==> src/rtl/genius_pkg.sv <==
// genius_pkg: shared Genius types, tempo tables and colour decode.
package genius_pkg;
  localparam int MAX_LEN = 32;
  typedef enum logic [2:0] {IDLE, FETCH0, FETCH1, SHOW, GAP, FIN} state_t;
  typedef logic [1:0] colour_t;
  localparam logic [3:0][3:0] ON_TICKS = {4'd2, 4'd4, 4'd6, 4'd8};
  localparam logic [3:0][3:0] OFF_TICKS = {4'd1, 4'd2, 4'd3, 4'd4};
  function automatic logic [3:0] onehot(colour_t c);
    return 4'b0001 << c;
  endfunction
endpackage

==> src/rtl/seq_player_if.sv <==
// seq_player_if: control, memory and display signals of seq_player; BUZZ only with SEQ_PLAYER_SOUND_EN.
interface seq_player_if #(parameter int AW = $clog2(genius_pkg::MAX_LEN));
  logic START;
  logic [1:0] SETUP;
  logic [AW:0] ROUND;
  logic [AW-1:0] MEM_ADDR;
  logic [1:0] MEM_DATA;
  logic [3:0] LED;
  logic BUSY;
  logic DONE;
`ifdef SEQ_PLAYER_SOUND_EN
  logic BUZZ;
  modport master (output START, SETUP, ROUND, MEM_DATA, input MEM_ADDR, LED, BUSY, DONE, BUZZ);
  modport slave (input START, SETUP, ROUND, MEM_DATA, output MEM_ADDR, LED, BUSY, DONE, BUZZ);
`else
  modport master (output START, SETUP, ROUND, MEM_DATA, input MEM_ADDR, LED, BUSY, DONE);
  modport slave (input START, SETUP, ROUND, MEM_DATA, output MEM_ADDR, LED, BUSY, DONE);
`endif
endinterface

==> src/rtl/tick_prescaler.sv <==
// tick_prescaler: one-cycle TICK every TICK_DIV cycles, restarted by CLR.
module tick_prescaler #(parameter int TICK_DIV = 12_500_000) (
  input logic CLK,
  input logic R,
  input logic CLR,
  output logic TICK
);
  localparam int CW = TICK_DIV > 1 ? $clog2(TICK_DIV) : 1;
  logic [CW-1:0] cnt;
  assign TICK = cnt == CW'(TICK_DIV - 1);
  always_ff @(posedge CLK or negedge R)
    if (!R) cnt <= '0;
    else cnt <= (CLR || TICK) ? '0 : cnt + 1'b1;
endmodule

==> src/rtl/seq_player.sv <==
// seq_player: plays the stored colour sequence on the LEDs at the latched tempo.
// Defining SEQ_PLAYER_SOUND_EN adds a per-colour square-wave BUZZ during SHOW.
module seq_player #(
  parameter int TICK_DIV = 12_500_000,
  parameter int MAX_LEN = genius_pkg::MAX_LEN
) (
  input logic CLK,
  input logic R,
  seq_player_if.slave bus
);
  import genius_pkg::*;
  localparam int AW = $clog2(MAX_LEN);
  localparam logic [AW:0] LEN_MAX = (AW+1)'(MAX_LEN);
  state_t state, state_n;
  logic [AW-1:0] idx;
  logic [1:0] lvl;
  logic [AW:0] len;
  colour_t colour;
  logic [3:0] tcnt, led;
  logic tick, clr, tdone, last, busy, done;
  tick_prescaler #(.TICK_DIV(TICK_DIV)) u_pre (.CLK(CLK), .R(R), .CLR(clr), .TICK(tick));
  assign clr = state_n != state;
  assign tdone = tick && tcnt == (state == SHOW ? ON_TICKS[lvl] : OFF_TICKS[lvl]) - 4'd1;
  assign last = {1'b0, idx} == len - 1'b1;
  assign bus.MEM_ADDR = idx;
  assign bus.LED = led;
  assign bus.BUSY = busy;
  assign bus.DONE = done;
  always_comb begin
    state_n = state;
    case (state)
      IDLE: if (bus.START) state_n = bus.ROUND == '0 ? FIN : FETCH0;
      FETCH0: state_n = FETCH1;
      FETCH1: state_n = SHOW;
      SHOW: if (tdone) state_n = GAP;
      GAP: if (tdone) state_n = last ? FIN : FETCH0;
      default: state_n = IDLE;
    endcase
  end
  always_ff @(posedge CLK or negedge R)
    if (!R) begin
      state <= IDLE;
      idx <= '0;
      lvl <= '0;
      len <= '0;
      colour <= '0;
      tcnt <= '0;
      led <= '0;
      busy <= 1'b0;
      done <= 1'b0;
    end else begin
      state <= state_n;
      tcnt <= clr ? '0 : tcnt + 4'(tick);
      if (state == IDLE && bus.START) begin
        lvl <= bus.SETUP;
        len <= bus.ROUND > LEN_MAX ? LEN_MAX : bus.ROUND;
        idx <= '0;
      end
      if (state == GAP && state_n == FETCH0) idx <= idx + 1'b1;
      if (state == FETCH1) colour <= bus.MEM_DATA;
      // colour register is still loading on the SHOW entry edge, so decode the memory word directly
      led <= state_n == SHOW ? onehot(state == FETCH1 ? bus.MEM_DATA : colour) : '0;
      busy <= state_n inside {FETCH0, FETCH1, SHOW, GAP};
      done <= state_n == FIN;
    end
`ifdef SEQ_PLAYER_SOUND_EN
  localparam int TONE_UNIT = TICK_DIV / 16 > 0 ? TICK_DIV / 16 : 1;
  localparam int TW = $clog2(5 * TONE_UNIT + 1);
  logic [TW-1:0] tone, half;
  logic buzz;
  assign half = TW'((int'(colour) + 2) * TONE_UNIT);
  assign bus.BUZZ = buzz;
  always_ff @(posedge CLK or negedge R)
    if (!R) begin
      tone <= '0;
      buzz <= 1'b0;
    end else if (state_n != SHOW) begin
      tone <= '0;
      buzz <= 1'b0;
    end else if (state != SHOW) begin
      tone <= '0;
      buzz <= 1'b1;
    end else if (tone == half - 1'b1) begin
      tone <= '0;
      buzz <= ~buzz;
    end else tone <= tone + 1'b1;
`endif
endmodule

==> src/flat_wrapper.sv <==
// flat-port wrapper written by rule: the top's interface ports become plain ports
module seq_player_flat import genius_pkg::*;
#(
  parameter int TICK_DIV = 12_500_000,
  parameter int MAX_LEN = genius_pkg::MAX_LEN
)
  (CLK, R, bus_START, bus_SETUP, bus_ROUND, bus_MEM_DATA, bus_MEM_ADDR, bus_LED, bus_BUSY, bus_DONE);
  seq_player_if #(.AW((5))) bus_i ();
  input logic CLK;
  input logic R;
  input wire logic [$bits(bus_i.START)-1:0] bus_START;
  input wire logic [$bits(bus_i.SETUP)-1:0] bus_SETUP;
  input wire logic [$bits(bus_i.ROUND)-1:0] bus_ROUND;
  input wire logic [$bits(bus_i.MEM_DATA)-1:0] bus_MEM_DATA;
  output wire logic [$bits(bus_i.MEM_ADDR)-1:0] bus_MEM_ADDR;
  output wire logic [$bits(bus_i.LED)-1:0] bus_LED;
  output wire logic [$bits(bus_i.BUSY)-1:0] bus_BUSY;
  output wire logic [$bits(bus_i.DONE)-1:0] bus_DONE;
  assign bus_i.START = bus_START;
  assign bus_i.SETUP = bus_SETUP;
  assign bus_i.ROUND = bus_ROUND;
  assign bus_i.MEM_DATA = bus_MEM_DATA;
  assign bus_MEM_ADDR = bus_i.MEM_ADDR;
  assign bus_LED = bus_i.LED;
  assign bus_BUSY = bus_i.BUSY;
  assign bus_DONE = bus_i.DONE;
  seq_player #(.TICK_DIV(TICK_DIV), .MAX_LEN(MAX_LEN)) u_core (.CLK(CLK), .R(R), .bus(bus_i));
endmodule
==> config.mk <==
export PLATFORM = sky130hd
export DESIGN_NAME = seq_player_flat
export DESIGN_NICKNAME = d
export VERILOG_FILES = /design/src/rtl/genius_pkg.sv /design/src/rtl/seq_player_if.sv /design/src/rtl/tick_prescaler.sv /design/src/rtl/seq_player.sv /design/src/flat_wrapper.sv
export SDC_FILE = /design/constraint.sdc
export NUM_CORES = 1
export LEC_CHECK = 0
export CAP_MARGIN = 20
export CORE_MARGIN = 1
export CORE_UTILIZATION = 30
export CTS_BUF_LIST = sky130_fd_sc_hd__clkbuf_4
export CTS_CLUSTER_SIZE = 8
export DETAILED_ROUTE_END_ITERATION = 6
export GPL_TIMING_DRIVEN = 0
export PLACE_DENSITY = 0.54
export SLEW_MARGIN = 20
export SYNTH_ARGS = -nofsm -noshare
export SYNTH_HDL_FRONTEND = slang
export SYNTH_HIERARCHICAL = 1
export SYNTH_SLANG_ARGS = --single-unit
==> constraint.sdc <==
create_clock -name CLK -period 5.1 [get_ports CLK]
set_input_delay 1.53 -clock CLK [delete_from_list [all_inputs] [get_ports CLK]]
set_output_delay 1.53 -clock CLK [all_outputs]
set_load 0.01 [all_outputs]
==> impl_metrics.tcl, run 1 <==
set metrics [dict create \
    synthSimpleGateAreaFrac_pct 27.0 \
    antenna_found_initial 0 \
    fp.dieH_um 99.7 \
    synth-async-reset-ratio_pct 100 \
    cts.sinks 52 \
    reg2reg_depth 12 \
    worstSkewPairLatency_ps 370 \
    firstDrtPassIters 4 \
    final_common_cell "dfrtp_1" \
    pin_count 24 \
    slew_violations 0 \
    reg2reg_slack_ps 1710 \
    coreArea_um2 9240 \
    p_per_area_nw_per_um2 264 \
    critPathMaxFanout 10 \
    yosysSeqAreaShare_pct 45.4 \
    multi_input_area_um2 1450 \
    post_cts_buffers 0 \
    syn-cell-area_um2 2860 \
    finalSetupTns_ps 0 \
    cts_tree "yes" \
    fin_crit_ps 3390 \
    crit_buf_inv 4 \
    rsz0062_at_grt "false" \
    drive_above_1_share_pct 8.81 \
    whs_endpoint "u_core/len[1]$_DFFE_PN0P_" \
    ir_drop_uv 92.0 \
    min_from "u_core/len[1]$_DFFE_PN0P_" \
    regArea_um2 1300 \
    r2r_end "u_core/u_pre/cnt[5]$_DFF_PN0_" \
    synth_cell_types 48 \
    rows 35 \
    synth_flop_cell "dfrtp_1" \
    synth_compound_area_share_pct 9.48 \
    start_kind "flip-flop" \
    cts_buffer_depth 2 \
    fin_crit_sh_pct 66.5 \
    grt-ovfl-total 0 \
    skew_ps 7.23 \
    synth_top_family_by_area "simple AND/OR/NAND/NOR gates" \
    vias_per_cell 4.90 \
    synth-edff-count 0 \
    synth_fp_nets 317 \
    htreeDepth 2 \
    die_w_um 99.7 \
    gp_congestion 0.746 \
    fillers 947 \
    min_path_cells 2 \
    drv_cap 0 \
    reg2reg_from "u_core/lvl[0]$_DFFE_PN0P_" \
    fmax_mhz 295 \
    slowest_stage "a21oi_1" \
    status "finished clean" \
    hold_class "reg -> reg" \
    wl_per_cell_um 12.9 \
    grtUsageTotal_pct 12.7 \
    drtIter0Drc 108 \
    diodes 0 \
    syn_avg_cell_area_um2 9.61 \
    finalWorstSetupSlack_ps 1710 \
    grt_pass1_vias 2134 \
    synth-adder-area-share_pct 2.62 \
    drtAntennaViolNets 0 \
    area_growth_pct 15.4 \
    grt_max_degree 53 \
    final_cell_mix "52 x dfrtp_1, 32 x nor2_1, 22 x clkdlybuf4s50_1, 20 x nand2_1, 15 x inv_1" \
    cts_resized 0 \
    routed_wl_um 5900 \
    cts_hold_buf 0 \
    synth-seq-cells 52 \
    syn_inst 298 \
    cts-buffers-inserted 5 \
    clockRootBuffer "clkbuf_4" \
    worstPathRequired_ps 5360 \
    dieArea_um2 9940 \
    crit_path_end_kind "flip-flop" \
    crit_chain "inv_1, ha_1, or3b_1, mux2i_1, o31a_1, o2111ai_1, buf_2, a21oi_1, inv_1, o21ai_0, buf_2, nor2_1" \
    finalNetCount 347 \
    pre_cts_slack_ps 1610 \
    grt_pass1_wl_um 10100 \
    clk_pin_slew_ps 150 \
    path_delay_family "compound AO/OA/AOI/OAI gates" \
    initial_core_util_pct 31.0 \
    worst_pin_slew_ps 680 \
    portBuffers 23 \
    cp_slowest_stage_delay_ps 530 \
    critPathArrivalTime_ps 3650 \
    synthXorXnorAreaFrac_pct 7.65 \
    slew_headroom_pct 54.7 \
    yosysWarnings 6 \
    hold_viol 0 \
    via_count 2246 \
    critical_path_class "reg -> reg" \
    dpl.hpwl_um 4190 \
    leakage_nw 1.36 \
    muxShareOfSynthArea_pct 3.98 \
    cp-startpoint "u_core/lvl[0]$_DFFE_PN0P_" \
    drcViolationCount 0 \
    setup_violations 0 \
]
==> final cells by class <==
cell class                      count  share of cell area, %
Multi-Input combinational cell    221                   43.9
Sequential cell                    52                   39.4
Timing Repair Buffer               23                   6.89
Tap cell                          129                   4.88
Inverter                           15                   1.70
Buffer                             10                   1.67
Clock buffer                        5                   1.14
Clock inverter                      3                  0.417
==> through the flow <==
step                cell area (µm²)  total power [W]  util (%)  hold slack (ps)  instances
CTS                            3300         0.000891      35.8              548        458
global route                   3300         0.000929      35.8              583        458
finish                         3300         0.000872      35.8              542        458
global placement               3260         0.000693      35.2              498        450
detailed placement             3250         0.000699      35.2              514        450
floorplan                      2860         0.000632         -              473        298
==> report_power, final <==
part | switching (W) | internal [W]
Combinational | 0.0000900 | 0.0000870
Clock | 0.000134 | 0.0000511
Sequential | 0.0000565 | 0.000453
Total | 0.000281 | 0.000592
==> synthesized netlist by cell type (all sizes together), types with 3 or more instances <==
library cell / count / share of area [%]
xor2: 11 / 3.4
dfrtp: 52 / 45
nor3: 7 / 1.2
a21oi: 10 / 1.7
or3: 6 / 1.4
nand2b: 9 / 2.0
xnor2: 14 / 4.3
nor4: 13 / 2.8
mux2i: 8 / 2.8
nand3b: 3 / 1.2
nand3: 12 / 2.3
ha: 6 / 2.6
nor2: 32 / 4.2
and4: 3 / 0.96
o21ai: 10 / 1.7
o31ai: 6 / 1.6
o311ai: 3 / 0.92
buf: 9 / 1.8
or4: 7 / 1.8
nand2: 20 / 2.6
inv: 15 / 2.0
or2: 4 / 0.87
mux2: 3 / 1.2
nand4: 11 / 2.9
==> layer usage <==
| layer | global-route usage (%) | up-vias | share of wire [%] |
|---|---|---|---|
| li1 | - | 1130 | - |
| met1 | 17.5 | 1080 | 50 |
| met2 | 20.3 | 30 | 46 |
| met3 | 1.90 | 6 | 2.3 |
| met4 | 4.64 | 0 | 1.4 |
| met5 | 0 | - | 0 |
==> state kept, by name (all words and copies together), names as in the netlist <==
signal               cells
u_core/u_pre/cnt        24
u_core/len               6
u_core/bus.MEM_ADDR      5
u_core/bus.LED           4
u_core/tcnt              4
u_core/state             3
u_core/colour            2
u_core/lvl               2
u_core/bus.BUSY          1
u_core/bus.DONE          1
==> worst reg2reg max path: cells and delay by family, from the launching register on <==
| family | cells | cell delay [ps] |
|---|---|---|
| DFF | 1 | 510 |
| adders and majority gates | 1 | 370 |
| muxes | 1 | 210 |
| AOI/OAI and AO/OA | 4 | 990 |
| buffers and inverters | 4 | 760 |
| and+or+nand+nor | 2 | 450 |
==> cells by family (layout without fill, tap and decap cells) <==
family          count (synthesis)  in the layout
simple gates                  137            137
flops                          52             52
compound gates                 42             42
xor+xnor                       25             25
buf+inv                        25             56
mux                            11             11
fa+ha+maj                       6              6
==> worst max-delay path by stage <==
| stage | to | cells past startpoint |
|---|---|---|
| global route | u_core/u_pre/cnt[9]$_DFF_PN0_ | 12 |
| detailed placement | u_core/u_pre/cnt[5]$_DFF_PN0_ | 7 |
| CTS | u_core/u_pre/cnt[5]$_DFF_PN0_ | 12 |
| finish | u_core/u_pre/cnt[5]$_DFF_PN0_ | 12 |
| global placement | u_core/len[3]$_DFFE_PN0P_ | 1 |
| floorplan | u_core/u_pre/cnt[10]$_DFF_PN0_ | 12 |
(Power assumes the default switching activity.)
==> run 2: changes to the inputs <==
==> constraint.sdc (replaced) <==
create_clock -name CLK -period 3.19 [get_ports CLK]
set_input_delay 0.957 -clock CLK [delete_from_list [all_inputs] [get_ports CLK]]
set_output_delay 0.957 -clock CLK [all_outputs]
set_load 0.01 [all_outputs]
==> impl_metrics.tcl, run 2 (synthesized netlist as in run 1, its figures left out) <==
set metrics [dict create \
    status "finished clean" \
    gp_congestion 0.746 \
    fp.dieH_um 99.7 \
    pin_count 24 \
    drcViolationCount 0 \
    slew_violations 0 \
    dieArea_um2 9940 \
    start_kind "flip-flop" \
    firstDrtPassIters 4 \
    finalWorstSetupSlack_ps 233 \
    final_cell_mix "51 x dfrtp_1, 32 x nor2_1, 22 x clkdlybuf4s50_1, 20 x nand2_1, 15 x inv_1" \
    fin_crit_sh_pct 92.7 \
    crit_path_end_kind "flip-flop" \
    setup_violations 0 \
    cts.sinks 52 \
    slew_headroom_pct 54.2 \
    largest_register_ffs 24 \
    grt-ovfl-total 0 \
    combPwrFrac_pct 20.5 \
    die_w_um 99.7 \
    fillers 944 \
    vias_per_cell 4.95 \
    clkPwrFrac_pct 21.1 \
    dp_cells 450 \
    fin_crit_ps 2960 \
    seq_power_share_pct 58.4 \
    cts_hold_buf 0 \
    drtIter0Drc 109 \
    hold_class "reg -> reg" \
    cts_buffer_depth 2 \
    clockRootBuffer "clkbuf_4" \
    cts_tree "yes" \
    ir_drop_uv 147 \
    htreeDepth 2 \
    drtAntennaViolNets 0 \
    switching_share_pct 32.2 \
    initial_core_util_pct 31.0 \
    worstPathRequired_ps 3460 \
    routed_wl_um 6080 \
    power.internal_w 0.000948 \
    regMostFlops "u_core/u_pre/cnt" \
    drv_cap 0 \
    final_util_pct 36.5 \
    dpl.hpwl_um 4190 \
    critical_path_class "reg -> reg" \
    finalNonFillerCells 463 \
    portBuffers 23 \
    p_switching_w 0.000451 \
    final_common_cell "dfrtp_1" \
    wl_per_cell_um 13.1 \
    antenna_found_initial 0 \
    area_growth_pct 17.7 \
    worst_pin_slew_ps 686 \
    p_per_area_nw_per_um2 415 \
    clk_pin_slew_ps 150 \
    via_count 2290 \
    grtUsageTotal_pct 12.8 \
    diodes 0 \
    rsz0062_at_grt "false" \
    worstSkewPairLatency_ps 370 \
    rows 35 \
    grt_pass1_vias 2143 \
    finalNetCount 352 \
    drive_above_1_share_pct 11.4 \
    skew_ps 7.45 \
    cts-buffers-inserted 5 \
    fmax_mhz 338 \
    critPathArrivalTime_ps 3230 \
    coreArea_um2 9240 \
    critPathMaxFanout 10 \
    grt_max_degree 53 \
    grt_pass1_wl_um 10200 \
    hold_viol 0 \
    leakage_nw 1.38 \
    pre_cts_slack_ps -203 \
]
==> run 2: cell types whose count changed in the layout (fill, tap and decap cells not counted), sizes merged <==
cell / previous run / this run
buf: 10 / 14
clkdlybuf4s15: 0 / 1
==> run 2: final timing paths <==
check / startpoint / endpoint / slack (ps) / cells past startpoint
max: u_core/lvl[0]$_DFFE_PN0P_ / u_core/u_pre/cnt[12]$_DFF_PN0_ / 230 / 12
min: u_core/len[1]$_DFFE_PN0P_ / u_core/len[1]$_DFFE_PN0P_ / 540 / 2
max reg2reg: u_core/lvl[0]$_DFFE_PN0P_ / u_core/u_pre/cnt[12]$_DFF_PN0_ / 230 / 12
min reg2reg: u_core/len[1]$_DFFE_PN0P_ / u_core/len[1]$_DFFE_PN0P_ / 540 / 2
max in group asynchronous: R / u_core/lvl[0]$_DFFE_PN0P_ / 2090 / 1
min in group asynchronous: R / u_core/u_pre/cnt[20]$_DFF_PN0_ / 580 / 1
==> run 2: worst max-delay path, cell delays in order (launching register included) <==
cell             delay, ps
dfrtp_2                450
inv_1                   90
ha_1                   360
or3b_1                 360
mux2i_1                210
o31a_1                 150
o2111ai_1              140
buf_2                  230
a21oi_4                260
inv_1                  100
o21ai_2                120
clkdlybuf4s15_2        320
nor2_1                  60
==> run 2: what timing repair did <==
action                     4_1_cts  5_1_grt
gates resized for setup          2       10
cloned                           0        2
buffers inserted                 0        3
setup endpoints to repair       20       20
pin swaps                        0        1
==> run 2: area by class of cell <==
| type | count | area [µm²] | area share, % |
|---|---|---|---|
| tap | 129 | 161 | 4.79 |
| multi-input combinational | 221 | 1470 | 43.7 |
| timing repair buffer | 28 | 267 | 7.91 |
| clock inverter | 3 | 13.8 | 0.408 |
| sequential | 52 | 1300 | 38.6 |
| buffer | 10 | 60.1 | 1.78 |
| clock buffer | 5 | 37.5 | 1.11 |
| inverter | 15 | 56.3 | 1.67 |
==> run 2: per-layer routing <==
metal,part of all wire (%),vias to the layer above,GRT usage (%)
li1,-,1142,-
met1,50,1107,17.5
met2,47,35,20.4
met3,2.3,6,1.90
met4,1.3,0,4.64
met5,0,-,0
==> run 2: metrics by stage <==
stage / setup TNS (ps) / area (µm²) / hold WS (ps) / power (W)
floorplan: 0 / 2860 / 473 / 0.00101
global placement: -31610 / 3260 / 498 / 0.00111
detailed placement: -3610 / 3250 / 514 / 0.00112
CTS: 0 / 3320 / 548 / 0.00142
global route: 0 / 3370 / 583 / 0.00149
finish: 0 / 3370 / 542 / 0.00140
==> run 2: power by group through the flow <==
stage / clock [W] / combinational (W) / sequential (W)
after floorplan: 0 / 0.000194 / 0.000816
after global placement: 0 / 0.000282 / 0.000826
after detailed placement: 0 / 0.000287 / 0.000830
after CTS: 0.000318 / 0.000289 / 0.000818
after global routing: 0.000335 / 0.000325 / 0.000829
final: 0.000295 / 0.000287 / 0.000817
